===== src/rtl/reg_view_pkg.sv =====
// Shared definitions for the register view scheduler: FSM encoding, index width,
// step-request kinds and modulo index arithmetic.
package reg_view_pkg;

    localparam int IDX_W         = 5;
    localparam int START_REG_DEF = 5;

    localparam logic [1:0] ST_IDLE    = 2'd0;
    localparam logic [1:0] ST_WAIT    = 2'd1;
    localparam logic [1:0] ST_CAPTURE = 2'd2;

    typedef enum logic [1:0] {
        STEP_NONE = 2'd0,
        STEP_NEXT = 2'd1,
        STEP_PREV = 2'd2,
        STEP_AUTO = 2'd3
    } step_e;

    function automatic logic [IDX_W-1:0] idx_inc(input logic [IDX_W-1:0] idx, input int num_regs);
        logic [IDX_W-1:0] res;
        if (int'(idx) >= num_regs - 1) begin
            res = '0;
        end else begin
            res = idx + 5'd1;
        end
        return res;
    endfunction

    function automatic logic [IDX_W-1:0] idx_dec(input logic [IDX_W-1:0] idx, input int num_regs);
        logic [IDX_W-1:0] res;
        if (idx == 5'd0) begin
            res = IDX_W'(num_regs - 1);
        end else begin
            res = idx - 5'd1;
        end
        return res;
    endfunction

endpackage


===== src/rtl/reg_view_scheduler_btn_sync_edge.sv =====
// Two-flop synchronizer for a raw button followed by a registered
// single-cycle pulse on each rising edge.
module btn_sync_edge (
    input  logic clk,
    input  logic rst_n,
    input  logic btn,
    output logic pulse
);

    logic [1:0] sync_r;
    logic       last_r;
    logic       pulse_r;

    // synchronize the button and emit one pulse per rising edge
    always_ff @(posedge clk or negedge rst_n) begin
        if (!rst_n) begin
            sync_r  <= 2'b00;
            last_r  <= 1'b0;
            pulse_r <= 1'b0;
        end else begin
            sync_r  <= {sync_r[0], btn};
            last_r  <= sync_r[1];
            pulse_r <= sync_r[1] & ~last_r;
        end
    end

    assign pulse = pulse_r;

endmodule


===== src/rtl/reg_view_scheduler.sv =====
// Register view scheduler: chooses which register to show, reads it through the
// register-file debug port and latches a stable snapshot for the display.
module reg_view_scheduler
    import reg_view_pkg::*;
#(
    parameter int NUM_REGS  = 32,
    parameter int RD_LAT    = 1,
    parameter int DWELL     = 200,
    parameter int START_REG = START_REG_DEF
) (
    input  logic              clk,
    input  logic              rst_n,
    input  logic              tick,
    input  logic              btn_next,
    input  logic              btn_prev,
    input  logic              auto_en,
    input  logic              freeze,
    output logic [IDX_W-1:0]  rd_addr,
    input  logic [31:0]       rd_data,
    output logic [31:0]       disp_value,
    output logic [IDX_W-1:0]  disp_index,
    output logic              disp_valid
);

    localparam int                DW_W       = (DWELL > 1) ? $clog2(DWELL) : 1;
    localparam logic [DW_W-1:0]   DWELL_LAST = DW_W'(DWELL - 1);
    localparam logic [1:0]        LAT_LAST   = (RD_LAT > 0) ? 2'(RD_LAT - 1) : 2'd0;
    localparam logic [IDX_W-1:0]  START_IDX  = IDX_W'(START_REG);

    logic [1:0]       state_r;
    logic [1:0]       wait_cnt_r;
    logic [DW_W-1:0]  dwell_r;
    logic [IDX_W-1:0] rd_addr_r;
    logic [IDX_W-1:0] disp_index_r;
    logic [31:0]      disp_value_r;
    logic             disp_valid_r;
    logic             pend_next_r;
    logic             pend_prev_r;

    logic             next_pulse_s;
    logic             prev_pulse_s;
    logic             btn_en_s;
    logic             next_ev_s;
    logic             prev_ev_s;
    logic             start_rd_s;
    step_e            step_s;
    logic [IDX_W-1:0] next_idx_s;

    btn_sync_edge u_sync_next (
        .clk   (clk),
        .rst_n (rst_n),
        .btn   (btn_next),
        .pulse (next_pulse_s)
    );

    btn_sync_edge u_sync_prev (
        .clk   (clk),
        .rst_n (rst_n),
        .btn   (btn_prev),
        .pulse (prev_pulse_s)
    );

    // qualify button pulses and arbitrate the single step request for this cycle
    always_comb begin
        btn_en_s  = ~auto_en & ~freeze;
        next_ev_s = next_pulse_s & btn_en_s;
        prev_ev_s = prev_pulse_s & btn_en_s;
        step_s    = STEP_NONE;
        if ((state_r == ST_IDLE) && !freeze) begin
            if (next_ev_s || pend_next_r) begin
                step_s = STEP_NEXT;
            end else if (prev_ev_s || pend_prev_r) begin
                step_s = STEP_PREV;
            end else if (auto_en && tick && (dwell_r == DWELL_LAST)) begin
                step_s = STEP_AUTO;
            end else begin
                step_s = STEP_NONE;
            end
        end else begin
            step_s = STEP_NONE;
        end
        start_rd_s = (state_r == ST_IDLE) && !freeze && ((step_s != STEP_NONE) || tick);
    end

    // index that the next read will target
    always_comb begin
        next_idx_s = rd_addr_r;
        case (step_s)
            STEP_NEXT, STEP_AUTO: next_idx_s = idx_inc(rd_addr_r, NUM_REGS);
            STEP_PREV:            next_idx_s = idx_dec(rd_addr_r, NUM_REGS);
            default:              next_idx_s = rd_addr_r;
        endcase
    end

    // read sequencer: issue address, wait out the read latency, capture snapshot
    always_ff @(posedge clk or negedge rst_n) begin
        if (!rst_n) begin
            state_r      <= ST_IDLE;
            wait_cnt_r   <= 2'd0;
            rd_addr_r    <= START_IDX;
            disp_index_r <= START_IDX;
            disp_value_r <= 32'd0;
            disp_valid_r <= 1'b0;
        end else begin
            case (state_r)
                ST_IDLE: begin
                    if (start_rd_s) begin
                        rd_addr_r  <= next_idx_s;
                        wait_cnt_r <= 2'd0;
                        state_r    <= (RD_LAT == 0) ? ST_CAPTURE : ST_WAIT;
                    end
                end
                ST_WAIT: begin
                    if (wait_cnt_r == LAT_LAST) begin
                        state_r <= ST_CAPTURE;
                    end else begin
                        wait_cnt_r <= wait_cnt_r + 2'd1;
                    end
                end
                ST_CAPTURE: begin
                    disp_value_r <= rd_data;
                    disp_index_r <= rd_addr_r;
                    disp_valid_r <= 1'b1;
                    state_r      <= ST_IDLE;
                end
                default: begin
                    state_r <= ST_IDLE;
                end
            endcase
        end
    end

    // one-deep pending request per direction while a read is in flight
    always_ff @(posedge clk or negedge rst_n) begin
        if (!rst_n) begin
            pend_next_r <= 1'b0;
            pend_prev_r <= 1'b0;
        end else if (step_s != STEP_NONE) begin
            pend_next_r <= 1'b0;
            pend_prev_r <= 1'b0;
        end else if (state_r != ST_IDLE) begin
            pend_next_r <= pend_next_r | next_ev_s;
            pend_prev_r <= pend_prev_r | prev_ev_s;
        end
    end

    // dwell counter for automatic scanning; only counts ticks seen while idle
    always_ff @(posedge clk or negedge rst_n) begin
        if (!rst_n) begin
            dwell_r <= '0;
        end else if (!auto_en || (step_s == STEP_AUTO)) begin
            dwell_r <= '0;
        end else if (tick && !freeze && (state_r == ST_IDLE)) begin
            dwell_r <= dwell_r + DW_W'(1);
        end
    end

    assign rd_addr    = rd_addr_r;
    assign disp_value = disp_value_r;
    assign disp_index = disp_index_r;
    assign disp_valid = disp_valid_r;

endmodule


===== config.mk =====
export PLATFORM = sky130hd
export DESIGN_NAME = reg_view_scheduler
export DESIGN_NICKNAME = d
export VERILOG_FILES = /design/src/rtl/reg_view_pkg.sv /design/src/rtl/reg_view_scheduler_btn_sync_edge.sv /design/src/rtl/reg_view_scheduler.sv
export SDC_FILE = /design/constraint.sdc
export NUM_CORES = 1
export LEC_CHECK = 0
export ABC_AREA = 1
export CORE_UTILIZATION = 47
export DETAILED_ROUTE_END_ITERATION = 12
export PLACE_DENSITY = 0.9
export SLEW_MARGIN = 20
export SYNTH_ARGS = -nofsm -noshare
export SYNTH_HDL_FRONTEND = slang
export SYNTH_SLANG_ARGS = --single-unit

===== constraint.sdc =====
create_clock -name clk -period 2.1 [get_ports clk]
set_input_delay 0.315 -clock clk [delete_from_list [all_inputs] [get_ports clk]]
set_output_delay 0.315 -clock clk [all_outputs]
set_load 0.02 [all_outputs]

==> results of run 1 <==
-- registers in the layout, summed over array words and instances (netlist names) --
signal / cells
wait_cnt_r: 2
u_sync_prev.last_r: 1
disp_value: 32
u_sync_next.pulse: 1
dwell_r: 8
disp_index: 5
u_sync_prev.sync_r: 2
state_r: 2
pend_prev_r: 1
disp_valid: 1
u_sync_next.last_r: 1
rd_addr: 5
u_sync_prev.pulse: 1
pend_next_r: 1
u_sync_next.sync_r: 2
-- logic make-up (layout without fill, tap and decap cells) --
group                    Yosys count  count (layout)  synth area share
AND/OR/NAND/NOR                  112             112             0.188
flip-flops                        65              65             0.567
buffers and inverters             36             131            0.0513
multiplexers                      32              32             0.125
AO/OA/AOI/OAI                     16              16            0.0317
adder cells (fa/ha/maj)            5               5            0.0217
XOR/XNOR                           5               5            0.0152
-- layer usage --
layer  track usage  up-vias
met2         0.360       66
met4        0.0964        0
li1              -     1070
met1         0.244     1094
met5             0        -
met3        0.0591       11
-- cell usage after synthesis (2+ instances only) --
cell and n:
a21oi_1 4, buf_4 3, dfrtp_1 61, dfstp_2 4, ha_1 5, inv_1 29, inv_2 2, mux2_2 32
nand2_1 47, nand2_2 5, nand2_4 2, nand3_1 17, nand4_1 8, nor2_1 19, nor2_2 3, nor3_1 6
o21ai_0 8, o21ai_2 2, xnor2_1 2, xor2_1 3
-- repair_timing --
action	in CTS	in global routing
resized for setup	0	0
hold buffers	1	0
hold endpoints to repair	20	0
-- report_power, final --
group	switching [mW]	internal, mW	total (mW)
Combinational	1.36	1.34	2.70
Sequential	0.302	1.75	2.05
Clock	0.434	0.603	1.04
Total	2.10	3.69	5.79
-- worst paths after layout --
path	endpoint	cells past startpoint
worst max-delay path	rd_addr[0]	1
worst min-delay path	u_sync_next.sync_r[1]	0
worst max register to register	rd_addr[4]	8
worst min register to register	u_sync_next.sync_r[1]	0
max in group asynchronous	rd_addr[0]	3
min in group asynchronous	dwell_r[4]	2
-- area by class of cell --
class                   instances  area [µm²]  area share
clock inverters                 3        40.0      0.0100
inverters                      31         116      0.0291
flip-flops and latches         65        1630       0.408
multi-input cells             170        1100       0.275
repair buffers                 85         863       0.216
well taps                      75        93.8      0.0235
clock buffers                  12         155      0.0388
-- through the flow --
step	power, mW	hold WS [ns]
final	5.79	0.354
after global routing	6.15	0.369
after CTS	5.85	0.356
after detailed placement	4.76	0.332
after global placement	4.67	0.324
after floorplan	3.60	0.0194
==> metrics.txt, run 1 <==
final std cells w/o fill 441; Worst VDD drop 0.960 mV; WL per Instance 13.9 µm; Max-slew headroom 0.632; Hold Fails Final Rpt 0; Met1 Routed Length 2540 µm; Vias 2241; Crit path largest cell delay approximately 0.63 ns; leakage power 1.80 nW; endpoints failing setup 0; reg2reg start rd_addr[0]; Period minus WS final 1.88 ns; vias in the first global route 2342; Synthesis Warnings 0; area leader, netlist dfrtp_1; Max-Cap Viols 0; cell total after placement 425; nets@finish 406; drt total wl 6150 µm; Hold Crit Class flip-flop to flip-flop; grt total ovfl 0; Req. time, crit path 1.78 ns; synthesized net count about 320; fillcell total 455; routed length on met3 322 µm; TritonCTS clock tree done; num ports 82; most common cell after layout, fill and taps aside clkdlybuf4s50_1; maximum clock insertion buffer count 2; skew final about 0.0050 ns; Die Y 80.3 µm; Seq/Total Area, Yosys 0.567; Layout Utilization 0.675; Seq cells post-synth 65; synth top area cells dfrtp_1 (53%), mux2_2 (13%), nand2_1 (6.1%); DR pass1 iterations 4; Setup CP Type flip-flop to output port; Crit-path slowest cell clkdlybuf4s50_1; worst setup path startpoint rd_addr[0]; Slew @ Worst Pin 0.553 ns; Core Area slightly below 0.006 mm²; setup TNS 0 ns; CP Capture Type output port; dominant synthesized flop cell dfrtp_1; critical path's top delay family buffers and inverters; P per Cell Area 1450 mW/mm²; row count 28; f_max 0.531 GHz; Slew Viols, Final 0; Post-DP HPWL 4370 µm; Final Cycle Share 0.897; crit-path cells clkdlybuf4s50_1; Post-CTS Setup Repair Bufs 0; H-tree depth 3; startpoint class of the critical path flip-flop; post-synthesis cell type count 29; largest net degree at the start of global routing 44; post-route ant nets 0; clock slew at reported path FFs ~0.060 ns; DRT iter0 DRCs 92; top cell type's share of synthesized area 0.530; number of synthesized flops with an enable pin 0; CTS sink cnt 65; Die X around 80 µm; post-synthesis area per instance 10.6 µm²; ys async rst share 1.00; Inserted Diodes 0; first-pass GRT wire length 10200 µm; post-route setup slack 0.217 ns; all-layer global routing usage 0.210; Data arrival, critical path 1.57 ns; Buffers on Ports 81; drt drc 0; fraction of layout cells with a size suffix above 1 0.194; HP Start u_sync_next.sync_r[0]; WP buf/inv 1; met2 wire len 3180 µm; R2R setup slack 0.42 ns; CTS Buf Count 9; dpl ws 0.299 ns; status finished clean; initial antenna violation count 0; clk_lat worst skew roughly 0.32 ns; Top Layer Used met4; Placement Cell Area 0.00379 mm²; cell at the root of the clock tree clkbuf_8; routed vias/inst around 5.1; Initial Utilization 0.486; Final Cell Area 0.00400 mm²; Layout area overhead 39.0%; CP Max Fanout 8; Cells after Synth 271; GP Congestion 0.893; RSZ-0062 raised after global routing false; Die ar. between 0.006 and 0.007 mm²; most frequent cells in the layout clkdlybuf4s50_1 (80), dfrtp_1 (61), nand2_1 (47); Cell Area, Synth around 0.0029 mm²
(Power assumes the default switching activity.)
==> inputs of run 2 (changes only) <==
- CELL_PAD_IN_SITES_DETAIL_PLACEMENT: default -> 0
- CELL_PAD_IN_SITES_GLOBAL_PLACEMENT: default -> 2
- CORE_UTILIZATION: 47 -> 38
- DONT_BUFFER_PORTS: default -> 1
- PLACE_DENSITY: 0.9 -> 0.88
==> run 2 against run 1 <==
Effect of this change: sequential power rose by 26%; setup slack better by 0.16 ns; clock skew up 0.0057 ns; register-to-register slack worse by 0.04 ns; combinational power fell by 51%; final area is 18% lower; worst hold slack lost 0.24 ns; first-iteration DRC count rose by 3.3%; sequential share of layout area grew 9.2 points; critical endpoint is now rd_addr[4]; largest cell class unchanged; highest routed layer unchanged.
==> metrics.txt, run 2 (synthesized netlist as in run 1, its figures left out) <==
Period minus WS final 1.72 ns (-0.165 ns); Post-CTS Setup Repair Bufs 0 (unchanged); Slew @ Worst Pin 0.392 ns (-0.160 ns); initial antenna violation count 0 (unchanged); H-tree depth 3 (unchanged); fillcell total 702 (+54%); leakage power 1.50 nW (-17%); PostCTS Resize Cnt 0 (unchanged); CTS Buf Count 9 (unchanged); Post-DP HPWL 3700 µm (-15%); Req. time, crit path 2.33 ns (+0.55 ns); all-layer global routing usage 0.149 (-0.0611); Max-Cap Viols 0 (unchanged); nets@finish 327 (-19%); GP Congestion 0.729 (-18%); DR pass1 iterations 4 (unchanged); maximum clock insertion buffer count 2 (unchanged); Die X 89.0 µm (+11%); HP Start auto_en; Vias 1871 (-17%); fraction of layout cells with a size suffix above 1 0.250 (+0.0560); TritonCTS clock tree done; Setup CP Type flip-flop to flip-flop; vias in the first global route 1920 (-18%); DRT iter0 DRCs 95 (+3.3%); R2R setup slack 0.38 ns (-0.04 ns); Die Y 89.0 µm (+11%); row count 31 (+11%); hold buffers post-CTS 4 (+3); Worst VDD drop 0.899 mV (-6.4%); CP Max Fanout 8 (unchanged); status finished clean; RSZ-0062 raised after global routing false; clock slew at reported path FFs 0.08 ns (+0.02 ns); Hold EP dwell_r[5]; most common cell after layout, fill and taps aside dfrtp_1; Slew Viols, Final 0 (unchanged); Hold Fails Final Rpt 0 (unchanged); most frequent cells in the layout dfrtp_1 (61), nand2_1 (47), mux2_2 (32); f_max 0.582 GHz (+9.6%); Data arrival, critical path 1.95 ns (+0.38 ns); Max-slew headroom 0.738 (+0.106); endpoints failing setup 0 (unchanged); routed vias/inst 4.83 (-4.9%); startpoint class of the critical path flip-flop; Hold Crit Class input pin to flip-flop; first-pass GRT wire length 8780 µm (-14%); Hold Path Depth 2 (+2); worst r2r path cells 8 (unchanged); CTS sink cnt 65 (unchanged); Core Area 0.00729 mm² (+23%); Initial Utilization 0.395 (-0.0914); R2R Path End rd_addr[4]; Final Cycle Share 0.818 (-0.0784); Die ar. 0.00793 mm² (+23%); setup TNS 0 ns (unchanged); num ports 82 (unchanged); Buffers on Ports 0 (-100%); Layout area overhead 13.4%; final std cells w/o fill 387 (-12%); max reg flops 32 (unchanged); cell at the root of the clock tree clkbuf_8; P per Cell Area 1530 mW/mm² (+5.9%); post-route ant nets 0 (unchanged); grt total ovfl 0 (unchanged); drt total wl 5370 µm (-13%); cell total after placement 367 (-14%); skew final 0.0107 ns (+0.00571 ns); clk_lat worst skew 0.34 ns (+0.02 ns); drt drc 0 (unchanged); reg2reg start rd_addr[0]; Inserted Diodes 0 (unchanged); CP Capture Type flip-flop; WL per Instance 13.9 µm (-0.51%); largest net degree at the start of global routing 66 (+50%)
run 2: metrics by stage:
stage / hold WS, ns / area [µm²] / util / worst slack, ns / total power, mW
final: 0.113 / 3260 / 0.447 / 0.381 / 5.00
after global routing: 0.0927 / 3260 / 0.447 / 0.152 / 5.35
after CTS: 0.0970 / 3260 / 0.447 / 0.373 / 5.06
after detailed placement: 0.0212 / 3000 / 0.411 / 0.385 / 3.90
after global placement: 0.0213 / 3000 / 0.411 / 0.416 / 3.86
after floorplan: 0.0194 / 2880 / - / 0.537 / 3.60
run 2: worst max-delay path by stage:
stage / startpoint / end / slack [ns]
final: rd_addr[0] / rd_addr[4] / 0.38
after global routing: rd_addr[0] / rd_addr[4] / 0.15
after CTS: rd_addr[0] / rd_addr[4] / 0.37
after detailed placement: rd_addr[0] / rd_addr[4] / 0.39
after global placement: rd_addr[0] / rd_addr[2] / 0.42
after floorplan: rd_addr[0] / rd_addr[4] / 0.54
run 2: area by class of cell:
| cell class | count | area, µm² | area share |
|---|---|---|---|
| Tap cell | 99 | 124 | 0.0380 |
| Inverter | 31 | 116 | 0.0357 |
| Clock inverter | 7 | 83.8 | 0.0257 |
| Sequential cell | 65 | 1630 | 0.500 |
| Clock buffer | 9 | 124 | 0.0380 |
| Multi-Input combinational cell | 170 | 1100 | 0.337 |
| Timing Repair Buffer | 6 | 85.1 | 0.0261 |
run 2: layer usage:
layer / global-route usage / wire length, µm / vias to the layer above
met5: 0 / 0 / -
met4: 0.0649 / 43 / 0
met3: 0.0517 / 345 / 7
met2: 0.229 / 2530 / 61
met1: 0.192 / 2450 / 891
li1: - / - / 912
run 2: report_power, final:
part / switching, mW / internal [mW] / total (mW)
clock network: 0.541 / 0.571 / 1.11
logic: 0.678 / 0.629 / 1.31
registers: 0.838 / 1.74 / 2.58
total: 2.06 / 2.94 / 5.00
run 2: critical path, cell delays in order, from the launching register on:
cell      delay [ns]
dfstp_2         0.68
ha_1            0.22
nand2_1         0.06
nor2_1          0.09
ha_1            0.16
o21bai_1        0.14
o21ai_0         0.11
nand3_1         0.10
nand2_1         0.05
==> inputs of run 3 (changes only) <==
- CORE_UTILIZATION: 38 -> 35
- PLACE_DENSITY: 0.88 -> 0.86
- clock period: 2.1 -> 1.4 ns (I/O delays scaled with it)
==> run 3 against run 2 <==
Effect of this change: the flow now finishes with violations (hold timing, setup timing); combinational power up 91%; critical path type unchanged; largest power group unchanged; critical path depth increased by 2; routed wire length rose by 7.0%; worst hold slack got worse by 0.55 ns; setup slack got worse by 0.50 ns.
==> metrics.txt, run 3 (synthesized netlist as in run 1, its figures left out) <==
status finished, violations left; failing checks hold timing, setup timing; fillcell total 762 (+8.5%); Slew Viols, Final 0 (unchanged); all-layer global routing usage 0.142 (-0.00701); Int Pwr 4.95 mW (+68%); worst setup path startpoint rd_addr[0]; Vias 2017 (+7.8%); Hold Crit Class input pin to async pin; Hold Fails Final Rpt 65 (+65); endpoints failing setup 4 (+4); Combinational Power Share 0.310 (+0.049); grt total ovfl 0 (unchanged); cell total after placement 395 (+7.6%); Flop pwr share 0.469 (-0.047); Die X 92.7 µm (+4.1%); num ports 82 (unchanged); CTS sink cnt 65 (unchanged); f_max 0.659 GHz (+13%); Max-Cap Viols 0 (unchanged); post-route ant nets 0 (unchanged); Initial Utilization 0.367 (-0.0279); max reg flops 32 (unchanged); initial antenna violation count 0 (unchanged); Die ar. 0.00859 mm² (+8.4%); hold slack -0.433 ns (-0.546 ns); Setup CP Type flip-flop to flip-flop; skew final 0.00507 ns (-0.00563 ns); DR pass1 iterations 4 (unchanged); NetSw 3.12 mW (+52%); DRT iter0 DRCs 60 (-37%); Data arrival, critical path 1.79 ns (-0.16 ns); clock network fraction of total power 0.222 (about the same); cell at the root of the clock tree clkbuf_8; Period minus WS final 1.52 ns (-0.202 ns); Req. time, crit path 1.67 ns (-0.66 ns); maximum clock insertion buffer count 2 (unchanged); row count 32 (+3.2%); Max-slew headroom 0.775 (+0.0368); drt drc 0 (unchanged); vias in the first global route 2152 (+12%); worst r2r path cells 10 (+2); H-tree depth 3 (unchanged); post-route setup slack -0.116 ns (-0.498 ns); Inserted Diodes 0 (unchanged); leakage power 1.70 nW (+14%); TritonCTS clock tree done; P per Cell Area 2190 mW/mm² (+43%); fraction of layout cells with a size suffix above 1 0.361 (+0.111); startpoint class of the critical path flip-flop; CP Max Fanout 3 (-5); reg2reg start rd_addr[0]; Layout area overhead 28.2%; hold buffers post-CTS 15 (+11); largest net degree at the start of global routing 66 (unchanged); clock slew at reported path FFs 0.07 ns (about the same); clk_lat worst skew 0.34 ns (about the same); Post-DP HPWL 3920 µm (+5.9%); drt total wl 5740 µm (+7.0%); CP Capture Type flip-flop; most common cell after layout, fill and taps aside dfrtp_1; CTS Buf Count 9 (unchanged); final std cells w/o fill 429 (+11%); Die Y 92.7 µm (+4.1%); first-pass GRT wire length 9540 µm (+8.6%); GP Congestion 0.801 (+9.9%); Buffers on Ports 0 (unchanged); most frequent cells in the layout dfrtp_1 (61), nand2_1 (44), mux2_2 (32); Layout Utilization 0.470 (+0.0227); Final Cycle Share 1.08 (+0.265); RSZ-0062 raised after global routing true; Core Area 0.00785 mm² (+7.6%); Slew @ Worst Pin 0.336 ns (-0.0558 ns); dpl ws -0.107 ns (-0.492 ns); nets@finish 366 (+12%); WL per Instance 13.4 µm (-3.5%); routed vias/inst 4.70 (-2.8%); Worst VDD drop 1.10 mV (+23%); Sw Ratio 0.386 (-0.0249)
## run 3: cell count changes in the layout (fill, tap and decap cells not counted), sizes merged
cell / change
bufinv: +1
clkinv: +1
clkbuf: +1
buf: +27
dlygate4sd3: +12
inv: -3
## run 3: power by group through the flow
stage               logic [mW]  registers (mW)  clock network [mW]
finish                    2.50            3.78                1.79
global route              2.80            3.87                1.93
CTS                       2.43            3.79                1.87
detailed placement        2.38            3.81                   0
global placement          2.32            3.79                   0
floorplan                 1.65            3.78                   0
## run 3: what timing repair did
item,in CTS,in global routing
setup endpoints to repair,10,17
gates resized for setup,3,20
buffers inserted,0,3
hold endpoints to repair,81,65
pin swaps,0,15
## run 3: critical path: stages, from the launching register on
cell      delay, ns
dfstp_2        0.57
ha_4           0.14
nand2_2        0.04
nor2_2         0.11
ha_2           0.19
o21bai_4       0.13
nor2_1         0.06
nand2_1        0.05
nand2_1        0.05
nand2_1        0.07
o21ai_2        0.05
## run 3: final timing paths
kind	slack (ns)	end
worst min register to register	0.36	u_sync_prev.sync_r[1]
worst max-delay path	-0.12	rd_addr[2]
min in group clk	0.02	dwell_r[5]
max in group asynchronous	1.63	disp_index[0]
worst max register to register	-0.12	rd_addr[2]
worst min-delay path	-0.43	disp_value[9]
## run 3: stage by stage
step	TNS (ns)	power (mW)	instance area, µm²
after detailed placement	-0.273	6.18	3220
after floorplan	-0.420	5.43	2900
after global placement	-0.123	6.11	3220
after CTS	-0.303	8.08	3600
after global routing	-0.755	8.60	3690
final	-0.421	8.07	3690
## run 3: final cells by class
type,count,area [µm²],share of cell area
flip-flops and latches,65,1630,0.442
multi-input cells,170,1190,0.323
repair buffers,45,392,0.106
clock buffers,10,138,0.0373
well taps,102,128,0.0346
inverters,31,119,0.0322
clock inverters,6,90.1,0.0244
## run 3: routing by layer
metal / track usage / part of all wire
met2: 0.242 / 0.50
met1: 0.172 / 0.43
met5: 0 / 0
met3: 0.0386 / 0.062
met4: 0.0538 / 0.011
